--- src/rtl/integral_image_cache_loader_mc.sv ---
// integral_image_cache_loader_mc: turns a raster word stream into registered
// integral-image cache writes with X/Y addressing for any NUM_COLS x NUM_ROWS frame.
// Ports: clk, reset (sync, active-high), start (arm/restart), data/data_ready in,
//   data_wanted out, we/wdata/waddrX/waddrY cache write port, loaded (sticky), busy.
// Optional feature: define INTEGRAL_ACCUM_EN to accumulate the integral image
//   from raw pixels on the fly (adds a NUM_COLS x WORD_SIZE line buffer).
module integral_image_cache_loader_mc #(
    parameter int WORD_SIZE = 32,
    parameter int PIX_WIDTH = 8,
    parameter int COL_WIDTH = 9,
    parameter int ROW_WIDTH = 8,
    parameter int NUM_COLS  = 320,
    parameter int NUM_ROWS  = 240
) (
    input  logic                 clk,
    input  logic                 reset,
    input  logic                 start,
    input  logic [WORD_SIZE-1:0] data,
    input  logic                 data_ready,
    output logic                 data_wanted,
    output logic                 we,
    output logic [WORD_SIZE-1:0] wdata,
    output logic [COL_WIDTH-1:0] waddrX,
    output logic [ROW_WIDTH-1:0] waddrY,
    output logic                 loaded,
    output logic                 busy
);

    typedef enum logic [1:0] {
        IDLE,
        FILL,
        DONE
    } state_t;

    localparam logic [COL_WIDTH-1:0] X_LAST = COL_WIDTH'(NUM_COLS - 1);
    localparam logic [ROW_WIDTH-1:0] Y_LAST = ROW_WIDTH'(NUM_ROWS - 1);

    state_t               state;
    logic [COL_WIDTH-1:0] x;
    logic [ROW_WIDTH-1:0] y;
    logic                 accept;
    logic                 take;
    logic [WORD_SIZE-1:0] beat_word;

    assign data_wanted = (state == FILL);
    assign busy        = (state == FILL);
    assign loaded      = (state == DONE);

    assign accept = data_ready && data_wanted;
    // A beat arriving together with start belongs to the abandoned frame.
    assign take   = accept && !start;

`ifdef INTEGRAL_ACCUM_EN
    localparam int IW = (NUM_COLS > 1) ? $clog2(NUM_COLS) : 1;

    logic [WORD_SIZE-1:0] line_buf [NUM_COLS];
    logic [WORD_SIZE-1:0] row_sum;
    logic [WORD_SIZE-1:0] pix;
    logic [WORD_SIZE-1:0] sum_next;
    logic [WORD_SIZE-1:0] above;
    logic [IW-1:0]        xi;
    logic                 unused_data;

    assign xi          = x[IW-1:0];
    assign pix         = WORD_SIZE'(data[PIX_WIDTH-1:0]);
    assign unused_data = ^data;
    assign sum_next    = ((x == '0) ? '0 : row_sum) + pix;
    // Row 0 has nothing above it, so stale line-buffer contents never leak
    // into a restarted frame.
    assign above       = (y == '0) ? '0 : line_buf[xi];
    assign beat_word   = sum_next + above;

    always_ff @(posedge clk) begin
        if (reset || start) begin
            row_sum <= '0;
        end else if (take) begin
            row_sum <= sum_next;
        end
    end

    always_ff @(posedge clk) begin
        if (take) begin
            line_buf[xi] <= beat_word;
        end
    end
`else
    assign beat_word = data;
`endif

    always_ff @(posedge clk) begin
        if (reset) begin
            state  <= IDLE;
            x      <= '0;
            y      <= '0;
            we     <= 1'b0;
            wdata  <= '0;
            waddrX <= '0;
            waddrY <= '0;
        end else begin
            we <= 1'b0;
            unique case (state)
                IDLE: begin
                    if (start) begin
                        state <= FILL;
                        x     <= '0;
                        y     <= '0;
                    end
                end
                FILL: begin
                    if (start) begin
                        x <= '0;
                        y <= '0;
                    end else if (accept) begin
                        we     <= 1'b1;
                        wdata  <= beat_word;
                        waddrX <= x;
                        waddrY <= y;
                        if (x == X_LAST) begin
                            x <= '0;
                            if (y == Y_LAST) begin
                                y     <= '0;
                                state <= DONE;
                            end else begin
                                y <= y + 1'b1;
                            end
                        end else begin
                            x <= x + 1'b1;
                        end
                    end
                end
                DONE: begin
                    if (start) begin
                        state <= FILL;
                        x     <= '0;
                        y     <= '0;
                    end
                end
                default: state <= IDLE;
            endcase
        end
    end

endmodule

--- config.mk ---
export PLATFORM = sky130hd
export DESIGN_NAME = integral_image_cache_loader_mc
export DESIGN_NICKNAME = d
export VERILOG_FILES = /design/src/rtl/integral_image_cache_loader_mc.sv
export SDC_FILE = /design/constraint.sdc
export NUM_CORES = 1
export LEC_CHECK = 0
export BUFFER_PORTS_ARGS = -buffer_cell sky130_fd_sc_hd__buf_2
export CAP_MARGIN = 20
export CORE_UTILIZATION = 52
export DETAILED_ROUTE_END_ITERATION = 6
export GPL_TIMING_DRIVEN = 0
export MAX_ROUTING_LAYER = met4
export PLACE_DENSITY = 0.87
export SLEW_MARGIN = 25
export SYNTH_ARGS = -nofsm -noshare
export SYNTH_HDL_FRONTEND = slang
export SYNTH_SLANG_ARGS = --single-unit
--- constraint.sdc ---
create_clock -name clk -period 3.3 [get_ports clk]
set_clock_uncertainty 0.05 [all_clocks]
set_input_delay 0 -clock clk [delete_from_list [all_inputs] [get_ports clk]]
set_output_delay 0 -clock clk [all_outputs]
set_load 0.01 [all_outputs]
### After elaboration in Yosys (flattened, before gate mapping)

Index checks and enable logic that the tools add are counted.

* register bits after elaboration: 69
* bits in latches: 0
* bits in writable memories: 0
* bits in read-only memories: 0
* output and inout port bits: 53
* word-level logic and storage cells: 49
* memories kept: 0

* $add $sub $neg: 2
* $mul: 0
* div/mod/pow operators: 0
* magnitude comparators: 0
* eq/ne operators: 11
* shifts and indexed selects: 0
* multiplexer cells: 18
* bitwise operators: 2
* reductions and logical operators: 9

Operators by type and width (number)
* 8-bit two-way mux: 5
* 9-bit two-way mux: 4
* 9-bit one-hot mux with 2 select lines: 1
* 8-bit one-hot mux with 2 select lines: 1
* 2-bit two-way mux: 5
* 9-bit by 1-bit adder with 9-bit output (second input constant): 1
* 9-bit == test (second input constant): 1
* 8-bit by 1-bit adder with 8-bit output (second input constant): 1
* 8-bit == test (second input constant): 1
* 2-bit by 1-bit != test with 1-bit output (second input constant): 4
* 3-bit by 2-bit != test with 1-bit output (second input constant): 2
* 3-bit AND reduction: 2
* 5-bit AND reduction: 1
* 2-bit one-hot mux with 2 select lines: 1
* 4-bit AND reduction: 1
* 3-bit OR reduction: 1
* 2-bit by 1-bit == test with 1-bit output (second input constant): 1
* 2-bit == test (second input constant): 1
* 2-bit zero test: 1
* 2-bit != test (second input constant): 1
* 1-bit NOT: 2
* 2-bit nonzero test: 1
* 2-bit OR reduction: 1
* 1-bit logical AND: 1
* 1-bit two-way mux: 1

### Logic depth before layout (Yosys ltp)

* word-level depth: 6
* depth in mapped cells: 7
* gate-level depth less buffers: 5

### Worst setup path before layout

Ideal clock, no wire load.

* kind: register to register
* start point: reg y[0]
* end point: reg y[5]
* arrival time: 1.617 ns
* data required time: 3.162 ns
* slack: 1.545 ns
* cell stages (with the launch flop): 7
* path buffers: 1
* period minus slack after synthesis: 1.755 ns
* cells stage by stage: dfxtp_1 > ha_1 > and3_1 > clkbuf_1 > a2111oi_4 > a31oi_1 > a311oi_2

* cells in the longest elaborated chain, start to end: 6
* elaborated cells between the ends (all ways): 7

RTL lines
* from (decl): line 40 `logic [ROW_WIDTH-1:0] y;`
* from (signal assigned): line 124 `y <= y + 1'b1;`
* 8-bit by 1-bit adder with 8-bit output / 8-bit == test (equally long branches): line 124, 120
* 8-bit two-way mux *: line 120 `if (y == Y_LAST) begin`
* 8-bit two-way mux *: line 118 `if (x == X_LAST) begin`
* 8-bit two-way mux *: line 113 `end else if (accept) begin`
* 8-bit two-way mux *: line 110 `if (start) begin`
* 8-bit one-hot mux with 2 select lines *: line 101 `unique case (state)`

Every way passes the cells marked *; elsewhere a longest branch is shown, timed or not. The select of a mux whose other input is x is not followed.
A chain may end at the register's enable or synchronous reset.

### Worst setup path in the final report

* start point: reg x[0]
* end point: reg state[1]

* cells in the longest elaborated chain, start to end: 3

RTL lines
* from (decl): line 39 `logic [COL_WIDTH-1:0] x;`
* from (signal assigned): line 127 `x <= x + 1'b1;`
* 9-bit == test: line 118
* 2-bit by 1-bit != test with 1-bit output (no source line)
* 5-bit AND reduction (no source line)
* to (signal assigned): line 122 `state <= DONE;`
* to (signal assigned): line 133 `state <= FILL;`
* to (signal assigned): line 138 `default: state <= IDLE;`
* to (decl): line 38 `state_t state;`

Every way passes these cells.

==> impl_metrics.prom <==
# TYPE chip_impl_metric gauge
chip_impl_info{name="ctsRootBufferMaster",value="clkbuf_8"} 1
chip_impl_metric{name="ys_warn_count",unit=""} 0
chip_impl_metric{name="share_of_post_route_cells_with_drive_strength_above_1",unit="%"} 24.9
chip_impl_info{name="endpoint_kind",value="flip-flop"} 1
chip_impl_metric{name="synthArstFlopShare",unit="%"} 0
chip_impl_metric{name="grt_first_pass_wirelength",unit="µm"} 14200
chip_impl_metric{name="drt_pass1_iterations",unit=""} 6
chip_impl_metric{name="gp_congestion",unit=""} 0.965
chip_impl_metric{name="post_synth_and_or_nand_nor_area_fraction",unit="%"} 24.5
chip_impl_metric{name="post_cts_resized",unit=""} 0
chip_impl_metric{name="worst_skew_pair.late_latency",unit="ps"} 340
chip_impl_metric{name="number_of_distinct_standard_cells_referenced_by_the_synthesized_netlist",unit=""} 47
chip_impl_metric{name="cp_max_fo",unit=""} 7
chip_impl_metric{name="die_w",unit="µm"} 76.1
chip_impl_metric{name="hold_slack",unit="ps"} 49.2
chip_impl_info{name="hold_path.class",value="input port to flip-flop"} 1
chip_impl_metric{name="maximum_number_of_pins_on_one_net_before_global_route_repair",unit=""} 12
chip_impl_metric{name="final_period_minus_worst_setup_slack",unit="ps"} 2440
chip_impl_metric{name="synth.cell_area",unit="µm²"} 2850
chip_impl_metric{name="die_y",unit="µm"} 76.1
chip_impl_metric{name="yosys.area.top_type_share",unit="%"} 48.4
chip_impl_metric{name="antenna_found_initial",unit=""} 0
chip_impl_metric{name="layout_area_overhead",unit="%"} 37.8
chip_impl_info{name="timing_worst_setup_path_type",value="flip-flop to flip-flop"} 1
chip_impl_info{name="cts_tree",value="done"} 1
chip_impl_metric{name="yosys-mux-area-fraction",unit="%"} 0.351
chip_impl_metric{name="synthXorXnorAreaFrac",unit="%"} 0
chip_impl_metric{name="post-cts-setup-buffer-count",unit=""} 0
chip_impl_info{name="cp-start-kind",value="flip-flop"} 1
chip_impl_metric{name="final_max_slew_viol_count",unit=""} 0
chip_impl_metric{name="synth_fa_ha_area_share",unit="%"} 0.877
chip_impl_metric{name="floorplan.io_pins",unit=""} 89
chip_impl_metric{name="cts_made_buffers",unit=""} 9
chip_impl_metric{name="regArea",unit="µm²"} 1380
chip_impl_metric{name="tns",unit="ps"} 0
chip_impl_metric{name="nets",unit=""} 520
chip_impl_metric{name="number_of_vias_after_detailed_routing",unit=""} 3126
chip_impl_metric{name="drtIter0Drc",unit=""} 329
chip_impl_metric{name="port-buffer-count",unit=""} 87
chip_impl_metric{name="netlist_instances",unit=""} 350
chip_impl_metric{name="worst_r2r_path_depth",unit=""} 6
chip_impl_metric{name="max_slew_margin",unit="%"} 58.9
chip_impl_metric{name="layout.filler_cells",unit=""} 366
chip_impl_metric{name="yosys_register_bits",unit=""} 69
chip_impl_metric{name="routed_via_density",unit=""} 5.62
chip_impl_metric{name="power_per_cell_area",unit="nW/µm²"} 448
chip_impl_info{name="postSynth.topFlopCell",value="dfxtp_1"} 1
chip_impl_metric{name="synth_sequential_area_ratio",unit="%"} 48.4
chip_impl_info{name="rr_startpoint",value="x[0]$_SDFFE_PP0P_"} 1
chip_impl_metric{name="wirelength",unit="µm"} 8750
chip_impl_metric{name="count_of_flip_flops_with_a_built_in_enable_after_synthesis",unit=""} 0
chip_impl_metric{name="post_drt_wl_per_cell",unit="µm"} 15.7
chip_impl_info{name="setup_repair_after_global_routing_missed_its_margin",value="false"} 1
chip_impl_metric{name="clock_transition_at_the_registers_of_the_reported_paths",unit="ps"} 70
chip_impl_metric{name="irDropWorstVdd",unit="mV"} 0.496
chip_impl_metric{name="postSynthAreaPerCell",unit="µm²"} 8.15
chip_impl_info{name="synth.largest_area_cell",value="dfxtp_1"} 1
chip_impl_metric{name="diodes",unit=""} 0
chip_impl_info{name="hold_start",value="reset"} 1
chip_impl_info{name="run_status",value="completed"} 1
chip_impl_metric{name="synth_compound_gate_area_share",unit="%"} 21.2
chip_impl_metric{name="design.core.area",unit="µm²"} 5200
chip_impl_info{name="synth.top_cells.by_area",value="dfxtp_1 (48%), nand2_1 (14%), a21oi_1 (11%)"} 1
chip_impl_info{name="crit_path_start",value="x[0]$_SDFFE_PP0P_"} 1
chip_impl_metric{name="design.die.area",unit="µm²"} 5790
chip_impl_metric{name="cts.sinks",unit=""} 69
chip_impl_metric{name="drc_errors",unit=""} 0
chip_impl_metric{name="max_slew.worst_pin.slew",unit="ps"} 614
chip_impl_metric{name="ant_nets",unit=""} 0
chip_impl_metric{name="clock_tree.buffer_depth",unit=""} 2
chip_impl_metric{name="gr-usage-all-layers",unit="%"} 31.9
chip_impl_metric{name="rows",unit=""} 26
chip_impl_metric{name="finalCritPeriodShare",unit="%"} 73.9
chip_impl_metric{name="initial_core_util",unit="%"} 54.8
chip_impl_metric{name="synth_fp_nets",unit=""} 388
chip_impl_metric{name="htree_levels",unit=""} 3
chip_impl_info{name="dominant_combinational_cell_family_by_area_after_synthesis",value="simple AND/OR/NAND/NOR gates"} 1
chip_impl_metric{name="depth_of_the_worst_hold_timing_path",unit=""} 2
chip_impl_metric{name="multi_input_combinational_cell_area",unit="µm²"} 1340
chip_impl_metric{name="timing.final.setup_violations",unit=""} 0
chip_impl_metric{name="timing.max_cap.violations",unit=""} 0
chip_impl_metric{name="total_congestion_overflow",unit=""} 0
chip_impl_metric{name="holdBufCountCts",unit=""} 34
chip_impl_metric{name="p_leak",unit="nW"} 1.63
chip_impl_metric{name="worstPathArrival",unit="ps"} 2680
chip_impl_metric{name="detailedPlacementHpwl",unit="µm"} 4920
chip_impl_metric{name="worst-endpoint-required",unit="ps"} 3540
chip_impl_metric{name="first_global_vias",unit=""} 3038
chip_impl_metric{name="finalHoldViolations",unit=""} 0
chip_impl_metric{name="max_freq",unit="MHz"} 410
==> layer usage <==
metal / part of all wire [%] / vias to the layer above / routed length, µm / GRT usage [%]
li1: - / 1474 / - / -
met4: 3.3 / 0 / 288 / 19.8
met1: 39 / 1436 / 3420 / 34.8
met3: 7.4 / 35 / 650 / 6.23
met5: 0 / - / 0 / -
met2: 50 / 181 / 4400 / 53.5
==> state kept, by name, summed over array words and instances (netlist names) <==
name	flops
wdata	32
waddrX	9
x	9
waddrY	8
y	8
state	2
we	1
==> worst paths after layout <==
check / to / slack, ps
worst max-delay path: state[1]$_SDFFE_PP0P_ / 860
worst min-delay path: y[2]$_SDFFE_PP0P_ / 50
worst max register to register: state[1]$_SDFFE_PP0P_ / 860
worst min register to register: waddrY[5]$_SDFFE_PP0P_ / 400
==> logic make-up after synthesis <==
group           after synthesis
compound gates               97
fa+ha+maj                     2
buf+inv                      30
flops                        69
mux                           1
simple gates                151
==> cell usage after synthesis, types with 4 or more instances <==
library cell and instances:
o21ai_0 6, nor3_1 5, and3_1 5, buf_2 4, a211oi_1 4, nand2b_1 4, inv_1 5, clkbuf_1 17
buf_4 4, a21oi_1 63, a31oi_1 5, nor2_1 9, dfxtp_1 69, nand2_1 104
==> stage by stage <==
stage	instances	cell area, µm²	worst slack [ps]	total power [mW]	util, %
after global routing	556	3930	691	1.81	75.5
final	556	3930	861	1.76	75.5
after detailed placement	507	3380	1340	0.986	64.9
after floorplan	350	2850	1540	0.934	-
after CTS	556	3930	960	1.75	75.5
after global placement	507	3380	1390	0.983	64.9
==> critical path, stage by stage, from the launching register on <==
cell and delay (ps):
dfxtp_1 400, ha_1 260, nand4b_1 220, nor3_2 530
a41oi_1 210, nor3_1 160, dlygate4sd3_1 570
==> cell type report <==
type                       instances  share of cell area, %
sequential                        69                   35.1
multi-input combinational        251                   34.1
timing repair buffer             121                   19.7
clock buffer                      11                   3.60
buffer                            25                   2.90
tap                               70                   2.23
clock inverter                     4                   1.85
inverter                           5                  0.478
==> layout by cell type, fill, tap and decap left out, types with 3 or more instances in the layout <==
cell type	n
clkbuf_8	10
a31oi_1	5
inv_1	5
dlygate4sd3_1	34
clkbuf_1	18
buf_2	91
nand2b_1	4
a21oi_1	63
a211oi_1	4
dfxtp_1	69
nand4b_1	3
nor2_1	9
nor3_1	5
and3_1	5
o21ai_0	6
nand3b_1	3
buf_4	4
nand2_1	104
==> power breakdown <==
part / switching [mW] / internal (mW) / total, mW
clock network: 0.313 / 0.441 / 0.754
logic: 0.0840 / 0.0698 / 0.154
registers: 0.00664 / 0.844 / 0.851
No activity file was read; power rests on OpenSTA's default activity.
